## config.mk

```make
export PLATFORM = sky130hd
export DESIGN_NAME = sprite_palette
export DESIGN_NICKNAME = d
export VERILOG_FILES = /design/src/rtl/sprite_palette_pkg.sv /design/src/rtl/palette_port.sv /design/src/rtl/sprite_palette.sv
export SDC_FILE = /design/constraint.sdc
export NUM_CORES = 1
export LEC_CHECK = 0
export BUFFER_PORTS_ARGS = -buffer_cell sky130_fd_sc_hd__buf_2
export CORE_MARGIN = 2
export CORE_UTILIZATION = 45
export CTS_CLUSTER_SIZE = 10
export DETAILED_ROUTE_END_ITERATION = 7
export SYNTH_ARGS = -nofsm -noshare
export SYNTH_HDL_FRONTEND = slang
export SYNTH_HIERARCHICAL = 1
export SYNTH_SLANG_ARGS = --single-unit
```

## constraint.sdc

```tcl
create_clock -name clk -period 3.4 [get_ports clk]
set_input_delay 0.51 -clock clk [delete_from_list [all_inputs] [get_ports clk]]
set_output_delay 0.51 -clock clk [all_outputs]
set_load 0.05 [all_outputs]
```

## src/rtl/sprite_palette_pkg.sv

```systemverilog
`default_nettype none
// ============================================================================
// Module   : sprite_palette_pkg
// Brief    : Shared types, default palette contents and colour helpers.
// Revision : 1.0 - initial release
// ============================================================================
package sprite_palette_pkg;

    typedef struct packed {
        logic [3:0] r;
        logic [3:0] g;
        logic [3:0] b;
    } rgb12_t;

    typedef enum logic [0:0] {
        ST_IDLE    = 1'b0,
        ST_RESTORE = 1'b1
    } state_t;

    localparam rgb12_t [0:15] DEFAULT_PALETTE = {
        12'h7DF, 12'hFFF, 12'hEEE, 12'h48A,
        12'hBDD, 12'hFFF, 12'h4BF, 12'hFFF,
        12'hADF, 12'h8AB, 12'h7DF, 12'h6CF,
        12'h39C, 12'hACD, 12'hEEE, 12'hEEE
    };

    // Larger tables repeat the 16-entry pattern.
    function automatic rgb12_t default_entry(input logic [3:0] idx);
        return DEFAULT_PALETTE[idx];
    endfunction

    function automatic logic [3:0] sat_add(input logic [3:0] c, input logic [4:0] step);
        logic [4:0] sum;
        sum = {1'b0, c} + step;
        return (sum > 5'd15) ? 4'hF : sum[3:0];
    endfunction

endpackage
`default_nettype wire

```

## src/rtl/palette_port.sv

```systemverilog
`default_nettype none
// ============================================================================
// Module   : palette_port
// Brief    : One read channel: highlight saturation, blink blanking, output reg.
// Revision : 1.0 - initial release
// ============================================================================
module palette_port
    import sprite_palette_pkg::*;
#(
    parameter int HL_STEP = 3
) (
    input  logic       clk,
    input  logic       rst,
    input  logic       rd_en,
    input  logic       highlight,
    input  logic       blink,
    input  logic       blink_phase,
    input  rgb12_t     entry,
    output logic       rd_valid,
    output logic [3:0] red,
    output logic [3:0] green,
    output logic [3:0] blue
);

    rgb12_t w_hl;
    rgb12_t w_out;
    rgb12_t r_rgb;
    logic   r_valid;

    // Blanking is applied after highlight so a blinking entry goes fully dark.
    always_comb begin
        w_hl = entry;
        if (highlight) begin
            w_hl.r = sat_add(entry.r, 5'(HL_STEP));
            w_hl.g = sat_add(entry.g, 5'(HL_STEP));
            w_hl.b = sat_add(entry.b, 5'(HL_STEP));
        end
        w_out = (blink && blink_phase) ? '0 : w_hl;
    end

    always_ff @(posedge clk) begin
        if (rst) begin
            r_valid <= 1'b0;
            r_rgb   <= '0;
        end else begin
            r_valid <= rd_en;
            if (rd_en) begin
                r_rgb <= w_out;
            end
        end
    end

    assign rd_valid = r_valid;
    assign red      = r_rgb.r;
    assign green    = r_rgb.g;
    assign blue     = r_rgb.b;

endmodule
`default_nettype wire

```

## src/rtl/sprite_palette.sv

```systemverilog
`default_nettype none
// ============================================================================
// Module   : sprite_palette
// Brief    : Multi-port sprite palette with restore FSM; blink via SPRITE_PALETTE_BLINK_EN.
// Revision : 1.0 - initial release
// ============================================================================
module sprite_palette
    import sprite_palette_pkg::*;
#(
    parameter int INDEX_W      = 4,
    parameter int NUM_PORTS    = 2,
    parameter int HL_STEP      = 3,
    parameter int BLINK_PERIOD = 25_000_000
) (
    input  logic                              clk,
    input  logic                              rst,
    input  logic                              wr_en,
    input  logic [INDEX_W-1:0]                wr_index,
    input  logic [11:0]                       wr_rgb,
    input  logic                              restore,
    output logic                              busy,
    input  logic [NUM_PORTS-1:0]              rd_en,
    input  logic [NUM_PORTS-1:0][INDEX_W-1:0] rd_index,
    input  logic [NUM_PORTS-1:0]              highlight,
    input  logic [NUM_PORTS-1:0]              blink,
    output logic [NUM_PORTS-1:0]              rd_valid,
    output logic [NUM_PORTS-1:0][3:0]         red,
    output logic [NUM_PORTS-1:0][3:0]         green,
    output logic [NUM_PORTS-1:0][3:0]         blue
);

    localparam int ENTRIES = 2 ** INDEX_W;

    rgb12_t             r_table [ENTRIES];
    state_t             r_state;
    state_t             w_state_nxt;
    logic [INDEX_W-1:0] r_rst_idx;
    logic [INDEX_W-1:0] w_rst_idx_nxt;
    logic               w_last;
    logic               w_phase;

    assign w_last = (r_rst_idx == INDEX_W'(ENTRIES - 1));

    always_comb begin
        w_state_nxt   = r_state;
        w_rst_idx_nxt = r_rst_idx;
        case (r_state)
            ST_IDLE: begin
                if (restore) begin
                    w_state_nxt   = ST_RESTORE;
                    w_rst_idx_nxt = '0;
                end
            end
            ST_RESTORE: begin
                w_rst_idx_nxt = r_rst_idx + INDEX_W'(1);
                if (w_last) begin
                    w_state_nxt = ST_IDLE;
                end
            end
            default: w_state_nxt = ST_IDLE;
        endcase
    end

    always_ff @(posedge clk) begin
        if (rst) begin
            r_state   <= ST_IDLE;
            r_rst_idx <= '0;
        end else begin
            r_state   <= w_state_nxt;
            r_rst_idx <= w_rst_idx_nxt;
        end
    end

    // Restore owns the write path; an external write in the pulse cycle is dropped.
    always_ff @(posedge clk) begin
        if (rst) begin
            for (int i = 0; i < ENTRIES; i++) begin
                r_table[i] <= default_entry(4'(i));
            end
        end else if (r_state == ST_RESTORE) begin
            r_table[r_rst_idx] <= default_entry(4'(r_rst_idx));
        end else if (wr_en && !restore) begin
            r_table[wr_index] <= wr_rgb;
        end
    end

    assign busy = (r_state == ST_RESTORE);

`ifdef SPRITE_PALETTE_BLINK_EN
    localparam int CNT_W = (BLINK_PERIOD > 1) ? $clog2(BLINK_PERIOD) : 1;

    logic [CNT_W-1:0] r_blink_cnt;
    logic             r_blink_phase;

    always_ff @(posedge clk) begin
        if (rst) begin
            r_blink_cnt   <= '0;
            r_blink_phase <= 1'b0;
        end else if (r_blink_cnt == CNT_W'(BLINK_PERIOD - 1)) begin
            r_blink_cnt   <= '0;
            r_blink_phase <= ~r_blink_phase;
        end else begin
            r_blink_cnt   <= r_blink_cnt + CNT_W'(1);
        end
    end

    assign w_phase = r_blink_phase;
`else
    logic [31:0] w_unused_period;
    assign w_unused_period = BLINK_PERIOD;
    assign w_phase         = 1'b0;
`endif

    for (genvar p = 0; p < NUM_PORTS; p++) begin : g_port
        palette_port #(
            .HL_STEP (HL_STEP)
        ) u_port (
            .clk         (clk),
            .rst         (rst),
            .rd_en       (rd_en[p]),
            .highlight   (highlight[p]),
            .blink       (blink[p]),
            .blink_phase (w_phase),
            .entry       (r_table[rd_index[p]]),
            .rd_valid    (rd_valid[p]),
            .red         (red[p]),
            .green       (green[p]),
            .blue        (blue[p])
        );
    end

endmodule
`default_nettype wire

```

Word-level counts from Yosys, hierarchy flattened --
Memory sizes are Yosys's and may differ from the RTL's. Cells that the tools add are included.
Operators by class: add/sub/neg operators 7, multiply operators 0, divide/modulo/power cells 0, order comparisons 7, equal/unequal tests 2, shifts and indexed selects 0, multiplexer cells 30, bitwise operators 2, reduce and logical (&&, ||, !) cells 4
Operator list (number):
- $mux W12 | 6
- $mux W4 | 9
- $add A4 B2 Y5 const B | 6
- $gt A5 B4 Y1 const B | 6
- $reduce_or A12 Y1 | 2
- $mux W1 | 13
- $pmux W4 S2 | 1
- $ge A5 B5 Y1 const B | 1
- $not A4 Y5 | 1
- $add A4 B1 Y4 const B | 1
- $eq A4 B4 Y1 const B | 1
- $ne A2 B2 Y1 const B | 1
- $pmux W1 S2 | 1
- $logic_and A1 B1 Y1 | 1
- $logic_not A1 Y1 | 1
- $not A1 Y1 | 1
Word-level totals: register bits 31, bits in latches 0, bits in writable memories 192, memory bits (read-only) 192, input bits 34, output and inout port bits 27, logic and storage cells 64, memories 2
Memory list:
- (name not given) | words 16, width 12, read ports 1, clocked after memory_dff 0, wr ports 0, RTL line sprite_palette_pkg.sv:29 | return DEFAULT_PALETTE[idx];
- r_table | words 16, width 12, read ports 2, clocked after memory_dff 0, wr ports 16, RTL line sprite_palette.sv:34 | rgb12_t r_table [ENTRIES];

Logic depth before layout (Yosys ltp) --
depth in word-level cells 8, gate-level depth with buffers 10

Cells and area by module --
The synthesis kept the hierarchy.
By module, submodules not included:
- sprite_palette | times used 1, cells an instance 767, area an instance 10646.5 um2
- palette_port | times used 2, cells an instance 84, area an instance 772.0 um2

Worst setup path after synthesis --
No wires, ideal clock.
path kind input -> register, start point in rd_index[0] (netlist bit), end point reg g_port[0].u_port.r_rgb, in the netlist g_port[0].u_port/blue[1], library setup time 117 ps, arrival 2675 ps, path slack 608 ps, stages 9, path buffers 1, cells stage by stage buf_1 > mux4_2 > a22oi_1 > nand2_1 > inv_1 > ha_1 > nor4bb_1 > o211ai_1 > a32o_1
Between the ends: cells in the longest elaborated chain, start to end 5
Ends and longest elaborated chain:
- from (decl) | RTL line sprite_palette.sv:23 | input logic [NUM_PORTS-1:0][INDEX_W-1:0] rd_index,
- $mem_v2 Z16 W12 *
- $add A4 B2 Y5 | RTL line sprite_palette_pkg.sv:34 | sum = {1'b0, c} + step;
- $gt A5 B4 Y1 | RTL line sprite_palette_pkg.sv:35 | return (sum > 5'd15) ? 4'hF : sum[3:0];
- $mux W4 | RTL line sprite_palette_pkg.sv:35
- $mux W12 * | RTL line palette_port.sv:33 | if (highlight) begin
- to (signal assigned) | RTL line palette_port.sv:48 | r_rgb <= w_out;
- to (decl) | RTL line palette_port.sv:27 | rgb12_t r_rgb;
Mark *: on every way between the ends. The rest lies on a longest branch, timed or not. A chain may end at the register's enable or synchronous reset.

==> flow_summary.json <==
{
  "status": "finished, final reports clean",
  "p_leak_uw": 0.00432,
  "post-place-ws_ns": 0.266,
  "cts_root_buf": "clkbuf_16",
  "final_net_count": 1073,
  "max_clock_freq_ghz": 0.368,
  "synthTopCellsByArea": "edfxtp_1 (47%), mux4_2 (18%), nand2_1 (5.5%)",
  "nFillCells": 2267,
  "syn_to_final_growth_pct": 13.5,
  "post-route-min-period_ns": 2.72,
  "p_per_area_mw_per_mm2": 464,
  "grt_max_degree": 33,
  "ys_top_cells_by_count": "edfxtp_1 (192), nand2_1 (178), mux4_2 (99)",
  "worstMarginPinSlew_ns": 0.813,
  "postCtsSetupBuffers": 0,
  "coreArea_mm2": 0.0268,
  "netlist_instances": 935,
  "cts_tree": "yes",
  "drive_above_1_share": 0.283,
  "drv_slew": 0,
  "final_cell_area_mm2": 0.0138,
  "antenna_found_initial": 1,
  "hold_buffers": 0,
  "cp.arrival_ns": 2.95,
  "postRouteAntennaNets": 0,
  "routed_wirelength_um": 34000,
  "grt_usage": 0.243,
  "drtIter0Drc": 928,
  "clock_sinks": 223,
  "path_class": "flip-flop to flip-flop",
  "die-area_mm2": 0.0284,
  "finalWeightedCongestion": 0.868,
  "cp_max_fo": 8,
  "clock_path_buffers": 3,
  "placed_area_mm2": 0.0131,
  "avgViaCountPerCell": 6.04,
  "avgSynthCellArea_um2": 13.0,
  "worstPathRequired_ns": 3.63,
  "dp_hpwl_um": 23800,
  "rsz0062_at_grt": "false",
  "rows": 60,
  "finalPower_uw": 6420,
  "start_util": 0.455,
  "rr_startpoint": "busy$_SDFF_PP0_",
  "chipWidth_um": 169,
  "cp-start-kind": "flip-flop",
  "setup_viol": 0,
  "cts_buffers": 27,
  "crit_start": "busy$_SDFF_PP0_",
  "synth_flop_cell": "edfxtp_1",
  "clock_skew_ns": 0.0171,
  "synthArstFlopShare": 0,
  "seq_area_frac_synth": 0.524,
  "min_path_type": "input port to flip-flop",
  "yosysUniqueCellTypes": 55,
  "io_buffers": 60,
  "synth_edf_count": 192,
  "cts_max_level": 1,
  "firstDrtPassIters": 5,
  "yosysWarnings": 6,
  "ioPinCount": 61,
  "num_vias": 8298,
  "stdcell_count": 1374,
  "layout_setup_ws_ns": 0.679,
  "endpoint_kind": "flip-flop",
  "slew-limit-headroom": 0.458,
  "clk_pin_slew_ns": 0.06,
  "yosys.area.top_type_share": 0.473,
  "synth.most_common_cell": "edfxtp_1",
  "drv_cap": 0,
  "hold_viol": 0,
  "tns_ns": 0,
  "grt_pass1_wl_um": 51100,
  "peakVddDrop_v": 0.000326,
  "chipHeight_um": 169,
  "synth_area_leader_cell": "edfxtp_1",
  "grt_pass1_vias": 8212,
  "wl_per_cell_um": 24.7,
  "dpl.cell_count": 1331,
  "synth_area_mm2": 0.0122,
  "fin_crit_sh": 0.800,
  "cts_resized": 0,
  "synth_seq_cells": 223,
  "clk_latency_ns": 0.54,
  "drc": 0,
  "overflow": 0,
  "worstHoldStart": "rst"
}
[metal layers]
metal / vias to the layer above / share of wire / GRT usage / routed length [µm]
met2: 397 / 0.45 / 0.382 / 15400
met1: 4097 / 0.42 / 0.344 / 14300
met3: 60 / 0.091 / 0.0484 / 3090
met4: 0 / 0.033 / 0.0810 / 1130
met5: - / 0 / 0 / 0
li1: 3744 / - / - / -
[cell type report]
| class | instances | area (µm²) | share of cell area |
|---|---|---|---|
| sequential | 223 | 6390 | 0.461 |
| multi-input combinational | 628 | 5420 | 0.391 |
| timing repair buffer | 119 | 798 | 0.0577 |
| clock buffer | 38 | 717 | 0.0518 |
| tap | 341 | 427 | 0.0308 |
| inverter | 20 | 75.1 | 0.00542 |
| clock inverter | 4 | 20.0 | 0.00145 |
| antenna | 1 | 2.50 | 0.000181 |
[kinds of logic after synthesis]
logic type | count (synthesis) | share of synthesized area
AOI/OAI and AO/OA | 133 | 0.0829
adders and majority gates | 20 | 0.0205
buffers and inverters | 85 | 0.0325
DFF | 223 | 0.524
muxes | 114 | 0.198
other | 1 | 0.000308
and+or+nand+nor | 359 | 0.142
[worst paths after layout]
| check | endpoint | slack [ns] | cells past startpoint |
|---|---|---|---|
| worst min-delay path | r_rst_idx[1]$_SDFFE_PP0P_ | 0.28 | 2 |
| worst min register to register | g_port[0].u_port/green[0]$_SDFFE_PP0P_ | 0.46 | 1 |
| worst max register to register | r_table[6][0]$_SDFFCE_PN1P_ | 0.68 | 7 |
| worst max-delay path | r_table[6][0]$_SDFFCE_PN1P_ | 0.68 | 7 |
[worst max-delay path, stage by stage, from the launching register on]
cell and delay (ns):
dfxtp_1 0.34, nor4b_4 0.51, buf_4 0.22, buf_4 0.14, a32oi_2 0.18, or3_1 0.51
nand2b_1 0.27, buf_4 0.24
[through the flow]
stage	hold slack [ns]	util
finish	0.278	0.516
global route	0.288	0.516
CTS	0.263	0.516
detailed placement	0.452	0.489
global placement	0.450	0.489
floorplan	0.579	-
[where the power goes]
group	switching (µW)	leakage (µW)	total, µW	internal, µW
registers	32.5	0.00175	3060	3020
clock network	1070	0.000355	2510	1440
logic	552	0.00222	854	302
[cell usage in the layout (no fill, tap or decap), types with 3 or more instances in the layout]
cell	netlist	final
mux2i_1	5	4
a32o_1	11	11
a21oi_1	24	24
a22oi_1	48	48
nor2_1	66	66
clkbuf_16	0	27
edfxtp_1	192	192
buf_4	7	57
nor3_2	13	13
nor3_1	5	5
dfxtp_1	31	31
clkbuf_1	24	11
buf_2	29	58
buf_12	0	4
nor2b_1	18	18
nand2b_1	27	27
nand3_1	18	18
a22o_1	6	6
nand2_1	178	178
and2_1	3	3
or2_2	12	12
mux2i_2	3	4
or3_1	3	3
ha_1	20	20
clkinv_1	0	3
mux2_2	6	6
o211a_1	3	3
o211ai_1	18	18
o21ai_0	4	4
inv_1	20	20
or4bb_1	4	4
mux4_2	99	99
[registers in the layout (all words and copies together) (netlist names)]
register and count:
g_port.u_port/green 8, r_rst_idx 4, g_port.u_port/rd_valid 2, busy 1, r_table 192, g_port.u_port/red 8
g_port.u_port/blue 8
(Power assumes the default switching activity.)
